File: src/rtl/display_scanner.sv
// Time-multiplexed seven-segment digit scanner: rotates through a frame-shadowed
// hex value, driving one active-low anode and the digit nibble/sign per slot.
module display_scanner #(
  parameter int DIGITS      = 8,
  parameter int REFRESH_DIV = 100000,
  parameter int LZ_BLANK    = 1,
  localparam int IW = $clog2(DIGITS),
  localparam int CW = $clog2(REFRESH_DIV)
) (
  input  logic                  clk,
  input  logic                  rst_n,
  input  logic [4*DIGITS-1:0]   value_in,
  input  logic                  sign_in,
  input  logic [DIGITS-1:0]     blank_mask,
  input  logic                  load_req,
  output logic                  load_ack,
  output logic [3:0]            num,
  output logic                  sign_out,
  output logic [DIGITS-1:0]     anode_n,
  output logic [IW-1:0]         digit_idx
);

  logic [CW-1:0]       r_div_cnt;
  logic [IW-1:0]       r_digit_idx;
  logic                r_pending;
  logic [4*DIGITS-1:0] r_shadow;
  logic                r_sign;
  logic [3:0]          r_num;
  logic                r_sign_out;
  logic [DIGITS-1:0]   r_anode_n;

  logic                w_tick;
  logic                w_last;
  logic                w_load;
  logic [IW-1:0]       w_idx_nxt;
  logic [4*DIGITS-1:0] w_shadow_nxt;
  logic                w_sign_nxt;
  logic [3:0]          w_num_nxt;
  logic [DIGITS-1:0]   w_anode_nxt;
  logic [DIGITS-1:0]   w_blank;
  logic                w_upper_nz;

  assign w_tick       = (r_div_cnt == CW'(REFRESH_DIV - 1));
  assign w_last       = (r_digit_idx == IW'(DIGITS - 1));
  assign w_load       = w_tick & w_last & (r_pending | load_req);
  assign w_idx_nxt    = w_tick ? (w_last ? '0 : r_digit_idx + 1'b1) : r_digit_idx;
  assign w_shadow_nxt = w_load ? value_in : r_shadow;
  assign w_sign_nxt   = w_load ? sign_in : r_sign;

  // Display outputs are built from next-state index/shadow so they register
  // on the same edge as digit_idx; a digit is lead-zero if it and all above are 0.
  always_comb begin
    w_upper_nz  = 1'b0;
    w_blank     = '0;
    w_num_nxt   = '0;
    w_anode_nxt = '1;
    for (int k = DIGITS - 1; k >= 0; k--) begin
      w_upper_nz = w_upper_nz | (w_shadow_nxt[4*k +: 4] != 4'h0);
      w_blank[k] = blank_mask[k] | ((LZ_BLANK != 0) && (k > 0) && !w_upper_nz);
      if (IW'(k) == w_idx_nxt) begin
        w_num_nxt      = w_shadow_nxt[4*k +: 4];
        w_anode_nxt[k] = w_blank[k];
      end
    end
  end

  always_ff @(posedge clk or negedge rst_n) begin
    if (!rst_n) begin
      r_div_cnt   <= '0;
      r_digit_idx <= '0;
      r_pending   <= 1'b0;
      r_shadow    <= '0;
      r_sign      <= 1'b0;
      r_num       <= '0;
      r_sign_out  <= 1'b0;
      r_anode_n   <= '1;
    end else begin
      r_div_cnt   <= w_tick ? '0 : r_div_cnt + 1'b1;
      r_digit_idx <= w_idx_nxt;
      r_shadow    <= w_shadow_nxt;
      r_sign      <= w_sign_nxt;
      if (w_load)
        r_pending <= 1'b0;
      else if (load_req)
        r_pending <= 1'b1;
      r_num      <= w_num_nxt;
      r_sign_out <= (w_idx_nxt == IW'(DIGITS - 1)) & w_sign_nxt;
      r_anode_n  <= w_anode_nxt;
    end
  end

  assign load_ack  = w_load;
  assign num       = r_num;
  assign sign_out  = r_sign_out;
  assign anode_n   = r_anode_n;
  assign digit_idx = r_digit_idx;

endmodule

File: config.mk
export PLATFORM = sky130hd
export DESIGN_NAME = display_scanner
export DESIGN_NICKNAME = d
export VERILOG_FILES = /design/src/rtl/display_scanner.sv
export SDC_FILE = /design/constraint.sdc
export NUM_CORES = 1
export LEC_CHECK = 0
export BUFFER_PORTS_ARGS = -buffer_cell sky130_fd_sc_hd__clkbuf_2
export CAP_MARGIN = 20
export CORE_ASPECT_RATIO = 1.2
export CORE_MARGIN = 1
export CORE_UTILIZATION = 35
export DETAILED_ROUTE_END_ITERATION = 8
export GPL_ROUTABILITY_DRIVEN = 1
export HOLD_SLACK_MARGIN = 0.06
export SLEW_MARGIN = 20
export SYNTH_ARGS = -nofsm -noshare
export SYNTH_HDL_FRONTEND = slang
export SYNTH_SLANG_ARGS = --single-unit
File: constraint.sdc
create_clock -name clk -period 3 [get_ports clk]
set_input_delay 0.3 -clock clk [delete_from_list [all_inputs] [get_ports clk]]
set_output_delay 0.3 -clock clk [all_outputs]
set_load 0.005 [all_outputs]
# Word-level counts from Yosys, hierarchy flattened
# Cells that the tools add are included.
[word_totals]
ff_bits = 67
in_bits = 44
output_inout_bits = 17
word_cells = 76
[op_classes]
n_addsub = 2
n_eq_ne = 10
muxes = 23
bitwise = 17
n_reduce_logical = 16
[ops]
columns = ["cell", "n"]
rows = [
  ["$mux W32", 1],
  ["$mux W4", 8],
  ["$reduce_bool A4 Y1", 7],
  ["$add A17 B1 Y17 const B", 1],
  ["$eq A17 B17 Y1 const B", 1],
  ["$mux W17", 1],
  ["$or A1 B1 Y1", 14],
  ["$eq A3 B3 Y1 const A", 4],
  ["$mux W1", 11],
  ["$logic_not A1 Y1", 7],
  ["$eq A2 B3 Y1 const A", 2],
  ["$eq A3 B3 Y1 const B", 2],
  ["$mux W3", 2],
  ["$add A3 B1 Y3 const B", 1],
  ["$and A1 B1 Y1", 3],
  ["$eq A1 B3 Y1 const A", 1],
  ["$logic_not A3 Y1", 1],
  ["$reduce_bool A2 Y1", 1],
]

# Depth between registers and ports, before layout
# Gate-level depths: netlist of the first run.
[logic_depth]
ltp_word = 14
ltp_mapped = 10
depth_no_buf = 9

# Worst setup path after synthesis of the first run
# Ideal clock, no wire load.
[synth_timing]
kind = "flip-flop to flip-flop"
startpoint = "register r_div_cnt[6]"
endpoint = "register r_num[0], in the netlist num[0]"
setup_ps = 138
t_arrival_ps = 2482
required_time_ps = 2862
setup_slack_ps = 380
stages_incl_launch_ff = 10
path_buffers = 1
synth_period_minus_slack_ps = 2620
path_cell_list = "dfrtp_1 or4b_4 nor4_4 buf_6 mux2i_2 inv_1 nor2_2 a32oi_1 o21ai_0 a31oi_1"
[synth_via]
word_cells_on_any_way = 21
cone_classes = "eq/ne: 8; mux: 10; bitwise: 2; reduce/logical: 1"
[synth_rtl]
columns = ["element", "line", "rtl"]
rows = [
  ["start, declared", "23", "logic [CW-1:0] r_div_cnt;"],
  ["start signal, assigned", "78", "r_div_cnt <= w_tick ? '0 : r_div_cnt + 1'b1;"],
  ["$eq A17 B17 Y1 *", "43", "assign w_tick = (r_div_cnt == CW'(REFRESH_DIV - 1));"],
  ["$mux W3 *", "46", "assign w_idx_nxt = w_tick ? (w_last ? '0 : r_digit_idx + 1'b1) : r_digit_idx;"],
  ["net w_idx_nxt[0]", "35", "logic [IW-1:0] w_idx_nxt;"],
  ["$eq A3 B3 Y1", "60", "if (IW'(k) == w_idx_nxt) begin"],
  ["$mux W4 (7 in a row)", "60", ""],
  ["$mux W4 *", "60", ""],
  ["net w_num_nxt[0]", "38", "logic [3:0] w_num_nxt;"],
  ["end signal, assigned", "86", "r_num <= w_num_nxt;"],
  ["end, declared", "28", "logic [3:0] r_num;"],
]
# The timed path passes the listed nets; every way through them passes the cells marked *.
# A chain may end at the register's enable or synchronous reset.

# Worst setup path in the final report of the first run
[layout_timing]
startpoint = "register r_div_cnt[6]"
endpoint = "register r_num[0], in the netlist num[0]"
[layout_via]
word_cells_on_any_way = 21
cone_classes = "eq/ne: 8; mux: 10; bitwise: 2; reduce/logical: 1"
[layout_rtl]
columns = ["element", "line", "rtl"]
rows = [
  ["$eq A17 B17 Y1", "43", ""],
  ["$and A1 B1 Y1 (2 in a row)", "45", "assign w_load = w_tick & w_last & (r_pending | load_req);"],
  ["$mux W32", "47", "assign w_shadow_nxt = w_load ? value_in : r_shadow;"],
  ["net w_shadow_nxt[4]", "36", "logic [4*DIGITS-1:0] w_shadow_nxt;"],
  ["$mux W4 (2 in a row)", "60", ""],
  ["net w_num_nxt[0]", "38", ""],
]
# The timed path passes the listed nets, and every way through them passes these cells.

==> run summary, run 1 <==
RSZ-0062 raised after global routing -> no
Met1 Use GR -> 0.228
DRT Wirelength -> 8.63 mm
PwrDens -> 422 mW/mm2
Post-layout min period -> 2.80 ns
Syn Nets -> 396
Ant diodes -> 0
Commonest non-fill, non-tap cell in the layout -> nand2_1
Met2 Use GR -> 0.329
Port bufs -> 60
Hold Crit Class -> primary input to register
Peak fanout along the critical path -> 20
DR vias -> 2825
Leakage -> 2.08 nW
Initial Utilization -> 0.367
Total iterations of the first detailed-routing run -> 4
Busiest layer in global routing -> met2
Most frequent cells in the layout -> 82 x nand2_1, 59 x dfrtp_1, 59 x clkbuf_2
Number of nets with antenna violations after routing -> 0
Critical path type -> register to register
Largest net degree at the start of global routing -> 37
Status -> completed
Worst-path clk slew -> 0.08 ns
Setup violations, final -> 0
WP data arrival -> 3.03 ns
Period Utilization, post-route -> 0.933
Syn. warnings -> 0
Full die area -> 0.0100 mm2
CTS Root Cell -> clkbuf_8
CTS Buf Count -> 9
Vias in the first global route -> 2837
Layout area overhead -> 20.2%
Core ar. -> 0.00918 mm2
Std cell rows -> 38
GP Congestion -> 0.846
Via density -> 5.18
Number of clock sinks -> 67
Slew @ Worst Pin -> 0.743 ns
Max transition margin -> 0.505
CP startpoint kind -> register
Sequential share of the synthesized area -> 0.500
Post-Synthesis Cells -> 349
Iteration-0 DRC Markers -> 155
Post-CTS sizing -> 0
Fraction of registers with async set/reset -> 1.00
First-pass GRT wire length -> 14.1 mm
DRC -> 0
Fin. Hold Viols -> 0
R2r setup slk -> 0.20 ns
Syn avg cell area -> 9.66 um2
Fmax -> 0.357 GHz
CTS tree -> yes
Number of synthesized register bits -> 67
Avg WL per Cell -> 15.8 um
Met3 usage -> 0.0450
Share of layout cells above drive strength 1 -> 0.280
Post-synth EDFFs -> 0
Critical path required time -> 3.23 ns
Hpwl dp -> 6.62 mm
Total Nets Final -> 467
Post-Syn Area -> 0.00337 mm2
Die Span X -> 91.6 um
Critical Path End Type -> register
I/O pin cnt -> 61
Crit path from -> r_div_cnt[6]
Distinct cells, synth -> 55
Max_cap viols -> 0
Hold_ws -> 0.140 ns
Later-pin clock latency in the skew report -> 0.36 ns
Reg2reg start -> r_div_cnt[6]
Final setup TNS -> 0 ns
Max Slew Vio Count -> 0
Initial antenna violation count -> 0
Die H -> 110 um
Top_reg_cell synth -> dfrtp_1
Hold path start -> blank_mask[5]
Worst IR drop on VDD -> 0.000242 V
GRT Total Usage -> 0.189
Worst Skew -> 0.00948 ns
CTS H-tree lvls -> 3
GR Overflow Total -> 0
CTS Buffer Depth -> 2
flip-flops by register name, summed over array words and instances, names as in the netlist:
name	cells
r_pending	1
num	4
digit_idx	3
r_div_cnt	17
r_sign	1
anode_n	8
sign_out	1
r_shadow	32
final timing paths:
kind                            endpoint  cells after the start
max in group asynchronous     anode_n[5]                      3
setup reg to reg                  num[0]                      8
min in group asynchronous  r_div_cnt[10]                      2
hold / removal                anode_n[5]                      2
setup / recovery                  num[0]                      8
hold reg to reg              r_shadow[1]                      2
stage by stage:
step,worst slack [ns],power (mW),util,instance area [um2],cells
4_1_cts,0.193,1.74,0.442,4050,545
2_1_floorplan,0.380,0.925,-,3370,349
6_report,0.202,1.71,0.442,4050,545
3_5_place_dp,0.212,0.981,0.419,3850,528
5_1_grt,0.00286,1.78,0.442,4050,545
3_3_place_gp,0.258,0.981,0.419,3850,528
synthesized netlist by cell type (2+ instances only):
master     count  area (um2)
o21a_1         2        15.0
a31oi_1        7        43.8
a211o_1        2        17.5
or4_1          4        30.0
mux2_2        12         135
nand2b_1       2        12.5
nor2_1        29         109
nor2b_1        6        37.5
nor3_1         6        30.0
a32oi_1        2        17.5
mux2i_1        9        90.1
nand2_1       82         308
a2111oi_2      2        30.0
and3_1         3        18.8
a31o_2         2        17.5
inv_1          9        33.8
xor2_1         8        70.1
or3_1          5        31.3
nor4_1         9        56.3
dfstp_2        8         210
dfrtp_1       59        1480
nand4b_1       2        17.5
o21ai_0        9        45.0
and2_1         2        12.5
clkbuf_1       5        18.8
nor3b_1        2        15.0
xnor2_1        7        61.3
a21oi_1       11        55.1
buf_2          3        15.0
ha_1           3        37.5
nand3_1       11        55.1
buf_6          2        22.5
nand4_1        2        12.5
layout make-up:
| class | count | area [um2] |
|---|---|---|
| timing repair buffer | 71 | 398 |
| tap | 120 | 150 |
| sequential | 67 | 1690 |
| inverter | 10 | 37.5 |
| clock inverter | 7 | 68.8 |
| multi-input combinational | 261 | 1590 |
| fill | 907 | 5120 |
| clock buffer | 9 | 124 |
report_power, final:
part,internal [mW],total (mW),switching (mW)
combinational,0.0262,0.0580,0.0319
sequential,0.904,0.904,0.000142
clock,0.380,0.749,0.369
total,1.31,1.71,0.401
critical path, cell delays in order, from the launching register on:
cell and delay, ns:
dfrtp_1 0.44, or4b_4 0.57, nor4_4 0.36, nand2_4 0.17, buf_4 0.25, mux2_2 0.33, nor2b_1 0.15, a2111oi_2 0.28
a31oi_1 0.12
logic make-up after synthesis:
logic type / Yosys count / share of synthesized area
compound gates: 46 / 0.0965
xor+xnor: 15 / 0.0390
fa+ha+maj: 3 / 0.0111
buf+inv: 21 / 0.0289
flops: 67 / 0.500
mux: 23 / 0.0754
simple gates: 174 / 0.249
per-layer routing:
metal / vias up / part of all wire
met5: - / 0
met4: 0 / 0.025
met3: 21 / 0.038
met2: 65 / 0.51
met1: 1373 / 0.43
li1: 1366 / -
repair_timing:
action	in CTS	in global routing
buffers inserted	0	0
hold buffers	1	0
hold endpoints to repair	27	0
(Power assumes the default switching activity.)
==> inputs of run 2 (changes only) <==
--- a/config.mk
+++ b/config.mk
@@ -5,6 +5,7 @@
 export SDC_FILE = /design/constraint.sdc
 export NUM_CORES = 1
 export LEC_CHECK = 0
+export ABC_AREA = 1
 export BUFFER_PORTS_ARGS = -buffer_cell sky130_fd_sc_hd__clkbuf_2
 export CAP_MARGIN = 20
 export CORE_ASPECT_RATIO = 1.2
==> run summary, run 2 <==
Ant diodes -> 0 (unchanged)
Post-Syn Area -> 0.00358 mm2 (+6.2%)
Total Nets Final -> 560 (+20%)
DRT Wirelength -> 8.20 mm (-5.0%)
Number of nets with antenna violations after routing -> 0 (unchanged)
Syn avg cell area -> 8.08 um2 (-16%)
Fmax -> 0.396 GHz (+11%)
Top delay family on crit path -> compound AO/OA/AOI/OAI gates
CP startpoint kind -> register
Period Utilization, post-route -> 0.841 (-0.0914)
First-pass GRT wire length -> 13.9 mm (-1.5%)
Critical path's slowest cell -> o21ai_0
Hpwl dp -> 6.31 mm (-4.6%)
Syn Nets -> 490 (+24%)
Critical path required time -> 3.22 ns (about the same)
Worst IR drop on VDD -> 0.000286 V (+18%)
Critical Path Max Stage Delay -> 0.46 ns (-0.11 ns)
GRT Total Usage -> 0.172 (-0.0173)
Final core occ -> 0.436 (-0.00507)
Ranking of synthesized cells by area -> dfrtp_1 41%, nand2_1 12%, inv_1 8.6%, dfstp_2 5.9%, nor2_1 4.5%
Proportion of synthesized area in mux cells -> 0.00559 (-0.0698)
R2r setup slk -> 0.48 ns (+0.27 ns)
Distinct cells, synth -> 41 (-25%)
Capturing point of the worst reg2reg path -> anode_n[4]
Largest family of logic cells by synthesized area -> simple AND/OR/NAND/NOR gates
Number of clock sinks -> 67 (unchanged)
XOR/XNOR Fraction of Synth Area -> 0.00979 (-0.0292)
Hold path start -> blank_mask[0]
GP Congestion -> 0.858 (+1.4%)
Max transition margin -> 0.541 (+0.0355)
Post-synthesis adder-cell area fraction -> 0.0105 (-0.000650)
Worst Hold Path Cells -> 3 (+1)
Later-pin clock latency in the skew report -> 0.33 ns (-0.03 ns)
Most frequent cells in the layout -> 119 x nand2_1, 82 x inv_1, 59 x dfrtp_1, 59 x clkbuf_2, 43 x nor2_1
Post-Synthesis Cells -> 443 (+27%)
Reg2reg start -> digit_idx[1]
Largest net degree at the start of global routing -> 31 (-16%)
I/O pin cnt -> 61 (unchanged)
Critical Path End Type -> register
CTS Buffer Depth -> 2 (unchanged)
CP Buf/Inv Count -> 1 (unchanged)
Std cell rows -> 40 (+5.3%)
Die H -> 113 um (+3.0%)
PwrDens -> 481 mW/mm2 (+14%)
Total iterations of the first detailed-routing run -> 4 (unchanged)
Syn. warnings -> 0 (unchanged)
Post-placement setup slack -> 0.486 ns (+0.273 ns)
Via density -> 4.51 (-13%)
Crit path from -> digit_idx[1]
Setup violations, final -> 0 (unchanged)
Cts hold-fix bufs -> 1 (unchanged)
Sequential share of the synthesized area -> 0.471 (-0.0292)
Initial antenna violation count -> 0 (unchanged)
Final setup TNS -> 0 ns (unchanged)
Initial Utilization -> 0.359 (-0.00791)
Vias in the first global route -> 2941 (+3.7%)
Worst setup margin -> 0.476 ns (+0.274 ns)
Worst-path cell chain -> ha_1 > ha_1 > buf_4 > nand4_4 > o21ai_0 > nand2_1 > nor2_2 > nand3_2 > o21ai_0
WP data arrival -> 2.75 ns (-0.28 ns)
Postcts setup bufs -> 0 (unchanged)
CTS tree -> yes
Leakage -> 2.32 nW (+12%)
WHS Endpoint -> anode_n[0]
Full die area -> 0.0106 mm2 (+6.1%)
Synth Area in Compound Gates -> 0.0468 (-0.0497)
Max Slew Vio Count -> 0 (unchanged)
FILL cells -> 1024 (+13%)
Post-synthesis simple-gate area fraction -> 0.347 (+0.0984)
Fraction of registers with async set/reset -> 1.00 (unchanged)
Iteration-0 DRC Markers -> 108 (-30%)
Die Span X -> 94.3 um (+3.0%)
Fin. Hold Viols -> 0 (unchanged)
Number of synthesized register bits -> 67 (unchanged)
DRC -> 0 (unchanged)
Post-synth EDFFs -> 0 (unchanged)
Worst-path clk slew -> 0.05 ns (-0.03 ns)
Share of the synthesized area in the top cell type -> 0.412 (-0.0256)
RSZ-0062 raised after global routing -> no
Status -> completed
DR vias -> 2904 (+2.8%)
Layout area overhead -> 21.4%
CTS Buf Count -> 9 (unchanged)
Post-layout min period -> 2.52 ns (-0.274 ns)
Synth top cells by count -> 119 x nand2_1, 82 x inv_1, 59 x dfrtp_1
Share of layout cells above drive strength 1 -> 0.249 (-0.0310)
Critical path type -> register to register
Slew @ Worst Pin -> 0.689 ns (-0.0533 ns)
CTS Root Cell -> clkbuf_16
Top-count cell post-synth -> nand2_1
Core ar. -> 0.00996 mm2 (+8.5%)
CTS H-tree lvls -> 3 (unchanged)
Placed cells -> 627 (+19%)
Hold Crit Class -> primary input to register
Worst Skew -> 0.00828 ns (-0.00121 ns)
Fin cells -> 644 (+18%)
Peak fanout along the critical path -> 16 (-20%)
GR Overflow Total -> 0 (unchanged)
Port bufs -> 60 (unchanged)
Biggest register -> r_shadow
Commonest non-fill, non-tap cell in the layout -> nand2_1
Max_cap viols -> 0 (unchanged)
Top_reg_cell synth -> dfrtp_1
Post-synth top area cell -> dfrtp_1
Post-CTS sizing -> 0 (unchanged)
Max reg flops -> 32 (unchanged)
Avg WL per Cell -> 12.7 um (-20%)
FF-to-FF path depth -> 9 (+1)
[run 2: changes by cell type after synthesis, moves of 6 or more]
cell and change:
mux2_2 -12, inv_1 +73, xnor2_1 -7, nand2_2 +7, nand4_1 +13, nand2_1 +37
mux2i_1 -7, nor2_1 +14, a31oi_1 -6, nor2b_1 -6, and2_1 +9, nor4_1 -8
[run 2: worst max path at each step]
stage	end	slack [ns]	cells past startpoint
4_1_cts	anode_n[1]	0.46	13
5_1_grt	anode_n[2]	0.23	13
6_report	anode_n[4]	0.48	9
3_5_place_dp	anode_n[2]	0.49	13
2_1_floorplan	anode_n[1]	1.04	12
3_3_place_gp	anode_n[2]	0.50	13
[run 2: final cells by class]
class                   instances  area (um2)  area share
clock buffers                  11         243      0.0558
clock inverters                 5        77.6      0.0178
inverters                      90         339      0.0780
multi-input cells             280        1500       0.346
flip-flops and latches         67        1690       0.388
well taps                     126         158      0.0363
repair buffers                 65         340      0.0783
[run 2: power breakdown]
part | internal (mW) | switching [mW] | leakage (nW)
registers | 0.906 | 0.000131 | 0.826
clock network | 0.747 | 0.382 | 0.156
logic | 0.0246 | 0.0310 | 1.34
total | 1.68 | 0.413 | 2.32
[run 2: logic make-up after synthesis]
kind of cell               count (synthesis)
DFF                                       67
AOI/OAI and AO/OA                         27
adders and majority gates                  3
and+or+nand+nor                          244
muxes                                      2
buffers and inverters                     96
xor gates and xnor gates                   4
[run 2: metal layers]
layer,track usage,routed length [um],vias to the layer above
met1,0.211,3640,1332
met2,0.283,4030,58
met4,0.0718,175,0
met5,0,0,-
li1,-,-,1499
met3,0.0444,350,15
[run 2: tightest hold or removal path: stages]
cell and delay, ns:
clkbuf_2 0.08, inv_1 0.04, nand2_1 0.04
[run 2: per-stage QoR]
stage	power, mW	instance area (um2)	hold WS (ns)
floorplan	0.927	3580	0.00441
global placement	0.979	4020	0.385
detailed placement	0.979	4020	0.392
CTS	2.12	4350	0.131
global route	2.16	4350	0.151
finish	2.09	4350	0.139
==> inputs of run 3 (changes only) <==
--- a/config.mk
+++ b/config.mk
@@ -5,7 +5,7 @@
 export SDC_FILE = /design/constraint.sdc
 export NUM_CORES = 1
 export LEC_CHECK = 0
-export ABC_AREA = 1
+export ABC_AREA = 0
 export BUFFER_PORTS_ARGS = -buffer_cell sky130_fd_sc_hd__clkbuf_2
 export CAP_MARGIN = 20
 export CORE_ASPECT_RATIO = 1.2
==> constraint.sdc (replaced) <==
create_clock -name clk -period 2.1 [get_ports clk]
set_input_delay 0.21 -clock clk [delete_from_list [all_inputs] [get_ports clk]]
set_output_delay 0.21 -clock clk [all_outputs]
set_load 0.005 [all_outputs]
==> run summary, run 3 (synthesis results as in run 1) <==
Setup violations, final -> 41 (+41)
Worst Hold Path Cells -> 2 (-1)
GRT Total Usage -> 0.200 (+0.0282)
PwrDens -> 503 mW/mm2 (+4.5%)
Critical Path End Type -> register
CTS tree -> yes
WP data arrival -> 2.87 ns (+0.12 ns)
Critical path type -> register to register
Logic pwr share -> 0.040 (+0.013)
Worst setup margin -> -0.535 ns (-1.01 ns)
DRC -> 0 (unchanged)
FF-to-FF path depth -> 9 (unchanged)
Reg2reg start -> r_div_cnt[14]
Largest net degree at the start of global routing -> 29 (-6.5%)
Full die area -> 0.0100 mm2 (-5.7%)
Design area -> 0.00488 mm2 (+12%)
First-pass GRT wire length -> 15.2 mm (+9.4%)
Number of nets with antenna violations after routing -> 0 (unchanged)
FILL cells -> 849 (-17%)
Max Slew Vio Count -> 0 (unchanged)
Worst Skew -> 0.0147 ns (+0.00644 ns)
Final core occ -> 0.532 (+0.0955)
Failing checks -> setup timing
Die Span X -> 91.6 um (-2.9%)
Iteration-0 DRC Markers -> 137 (+27%)
Critical path required time -> 2.33 ns (-0.89 ns)
CTS H-tree lvls -> 3 (unchanged)
Hold_ws -> 0.0699 ns (-0.0692 ns)
Vias in the first global route -> 3134 (+6.6%)
Ant diodes -> 0 (unchanged)
Clock power frac -> 0.434 (-0.106)
Critical Path Max Stage Delay -> 0.56 ns (+0.10 ns)
CP Buf/Inv Count -> 2 (+1)
Hold Crit Class -> primary input to register
GP Congestion -> 0.840 (-2.0%)
Top delay family on crit path -> simple AND/OR/NAND/NOR gates
Most frequent cells in the layout -> 84 x buf_4, 81 x nand2_1, 59 x dfrtp_1, 59 x clkbuf_2, 28 x nor2_1
Switching share of total power -> 0.218 (+0.0202)
Core ar. -> 0.00918 mm2 (-7.9%)
Status -> finished with violations
Leakage -> 2.54 nW (+9.4%)
Max_cap viols -> 0 (unchanged)
Area after DPL -> 0.00448 mm2 (+12%)
DRT Wirelength -> 9.50 mm (+16%)
Share of layout cells above drive strength 1 -> 0.416 (+0.167)
Commonest non-fill, non-tap cell in the layout -> buf_4
RSZ-0062 raised after global routing -> yes
CTS Root Cell -> clkbuf_8
Int Power -> 1.92 mW (+14%)
Avg WL per Cell -> 15.0 um (+18%)
Via density -> 4.92 (+9.1%)
Critical path's slowest cell -> or4b_4
Period Utilization, post-route -> 1.25 (+0.413)
Max transition margin -> 0.636 (+0.0956)
GR Overflow Total -> 0 (unchanged)
Final setup TNS -> -7.27 ns (-7.27 ns)
Biggest register -> r_shadow
Hpwl dp -> 7.23 mm (+14%)
CP startpoint kind -> register
CTS Buf Count -> 9 (unchanged)
Number of clock sinks -> 67 (unchanged)
Fin. Hold Viols -> 0 (unchanged)
Worst-path clk slew -> 0.08 ns (+0.03 ns)
Layout area overhead -> 44.8%
Post-layout min period -> 2.64 ns (+0.111 ns)
CTS Buffer Depth -> 2 (unchanged)
Total Nets Final -> 554 (-1.1%)
Max reg flops -> 32 (unchanged)
R2r setup slk -> -0.54 ns (-1.01 ns)
DR vias -> 3108 (+7.0%)
Total iterations of the first detailed-routing run -> 4 (unchanged)
Slew @ Worst Pin -> 0.546 ns (-0.143 ns)
Peak fanout along the critical path -> 4 (-12)
Worst-path cell chain -> or4b_4 > nor4_4 > buf_4 > nand2_4 > buf_6 > mux2_4 > a2bb2o_4 > a2111oi_4 > o21ai_1
Initial antenna violation count -> 0 (unchanged)
Flop pwr share -> 0.527 (+0.094)
Switching pwr -> 0.535 mW (+29%)
Crit path depth -> 9 (unchanged)
Hold path start -> blank_mask[5]
WHS Endpoint -> anode_n[5]
Fmax -> 0.379 GHz (-4.2%)
Die H -> 110 um (-2.9%)
Worst IR drop on VDD -> 0.000297 V (+3.9%)
Port bufs -> 60 (unchanged)
Initial Utilization -> 0.367 (+0.00791)
Capturing point of the worst reg2reg path -> num[3]
Later-pin clock latency in the skew report -> 0.35 ns (+0.02 ns)
Std cell rows -> 38 (-5.0%)
I/O pin cnt -> 61 (unchanged)
run 3: cell count changes in the layout (fill, tap and decap cells not counted), moves of 7 or more:
cell,before,now
buf_4,4,84
nand2_1,119,81
inv_1,82,8
mux2_2,0,10
nor2_1,43,28
clkbuf_8,1,10
and2_1,11,2
xnor2_1,0,7
nand4_1,15,2
clkbuf_16,9,0
run 3: per-layer routing:
metal,routed length (um),up-vias,GRT usage
met5,0,-,0
met4,123,0,0.0556
met3,318,8,0.0436
met2,4940,64,0.366
met1,4120,1500,0.236
li1,-,1536,-
run 3: worst max-delay path by stage:
stage	slack, ns	end	from
final	-0.54	num[3]	r_div_cnt[14]
after global routing	-0.58	num[0]	r_div_cnt[14]
after CTS	-0.51	num[3]	r_div_cnt[14]
after detailed placement	-0.56	num[1]	r_div_cnt[11]
after global placement	-0.53	num[1]	r_div_cnt[11]
after floorplan	-0.40	num[3]	r_div_cnt[11]
run 3: what timing repair did:
item / in CTS / in global routing
hold endpoints to repair: 20 / 0
gates resized for setup: 13 / 6
buffers inserted: 7 / 1
setup endpoints to repair: 32 / 46
pin swaps: 6 / 2
hold buffers: 5 / 0
cloned: 1 / 0
run 3: per-stage QoR:
step                      instances  power, mW  setup slack [ns]
after global placement          602       1.41            -0.532
after detailed placement        602       1.41            -0.561
after floorplan                 349       1.32            -0.396
final                           632       2.45            -0.535
after CTS                       631       2.48            -0.505
after global routing            632       2.53            -0.584
run 3: cell type report:
class                      count  area (um2)  area share
sequential                    67        1690       0.346
inverter                      10        37.5     0.00769
timing repair buffer         158        1100       0.226
clock inverter                 3        40.0     0.00820
tap                          120         150      0.0308
clock buffer                  13         149      0.0305
multi-input combinational    261        1720       0.351
run 3: worst register-to-register path: cells and delay by family (launching register included):
kind	cells	cell delay, ns
AOI/OAI and AO/OA	3	0.59
buffers and inverters	2	0.33
muxes	1	0.30
DFF	1	0.38
and+or+nand+nor	3	0.93
run 3: power by group through the flow:
stage                     clock network, mW  logic (mW)  registers [mW]
after floorplan                           0     0.00491            1.32
after global routing                   1.13       0.110            1.29
after detailed placement                  0      0.0918            1.32
after global placement                    0      0.0902            1.32
after CTS                              1.08       0.100            1.29
final                                  1.06      0.0974            1.29
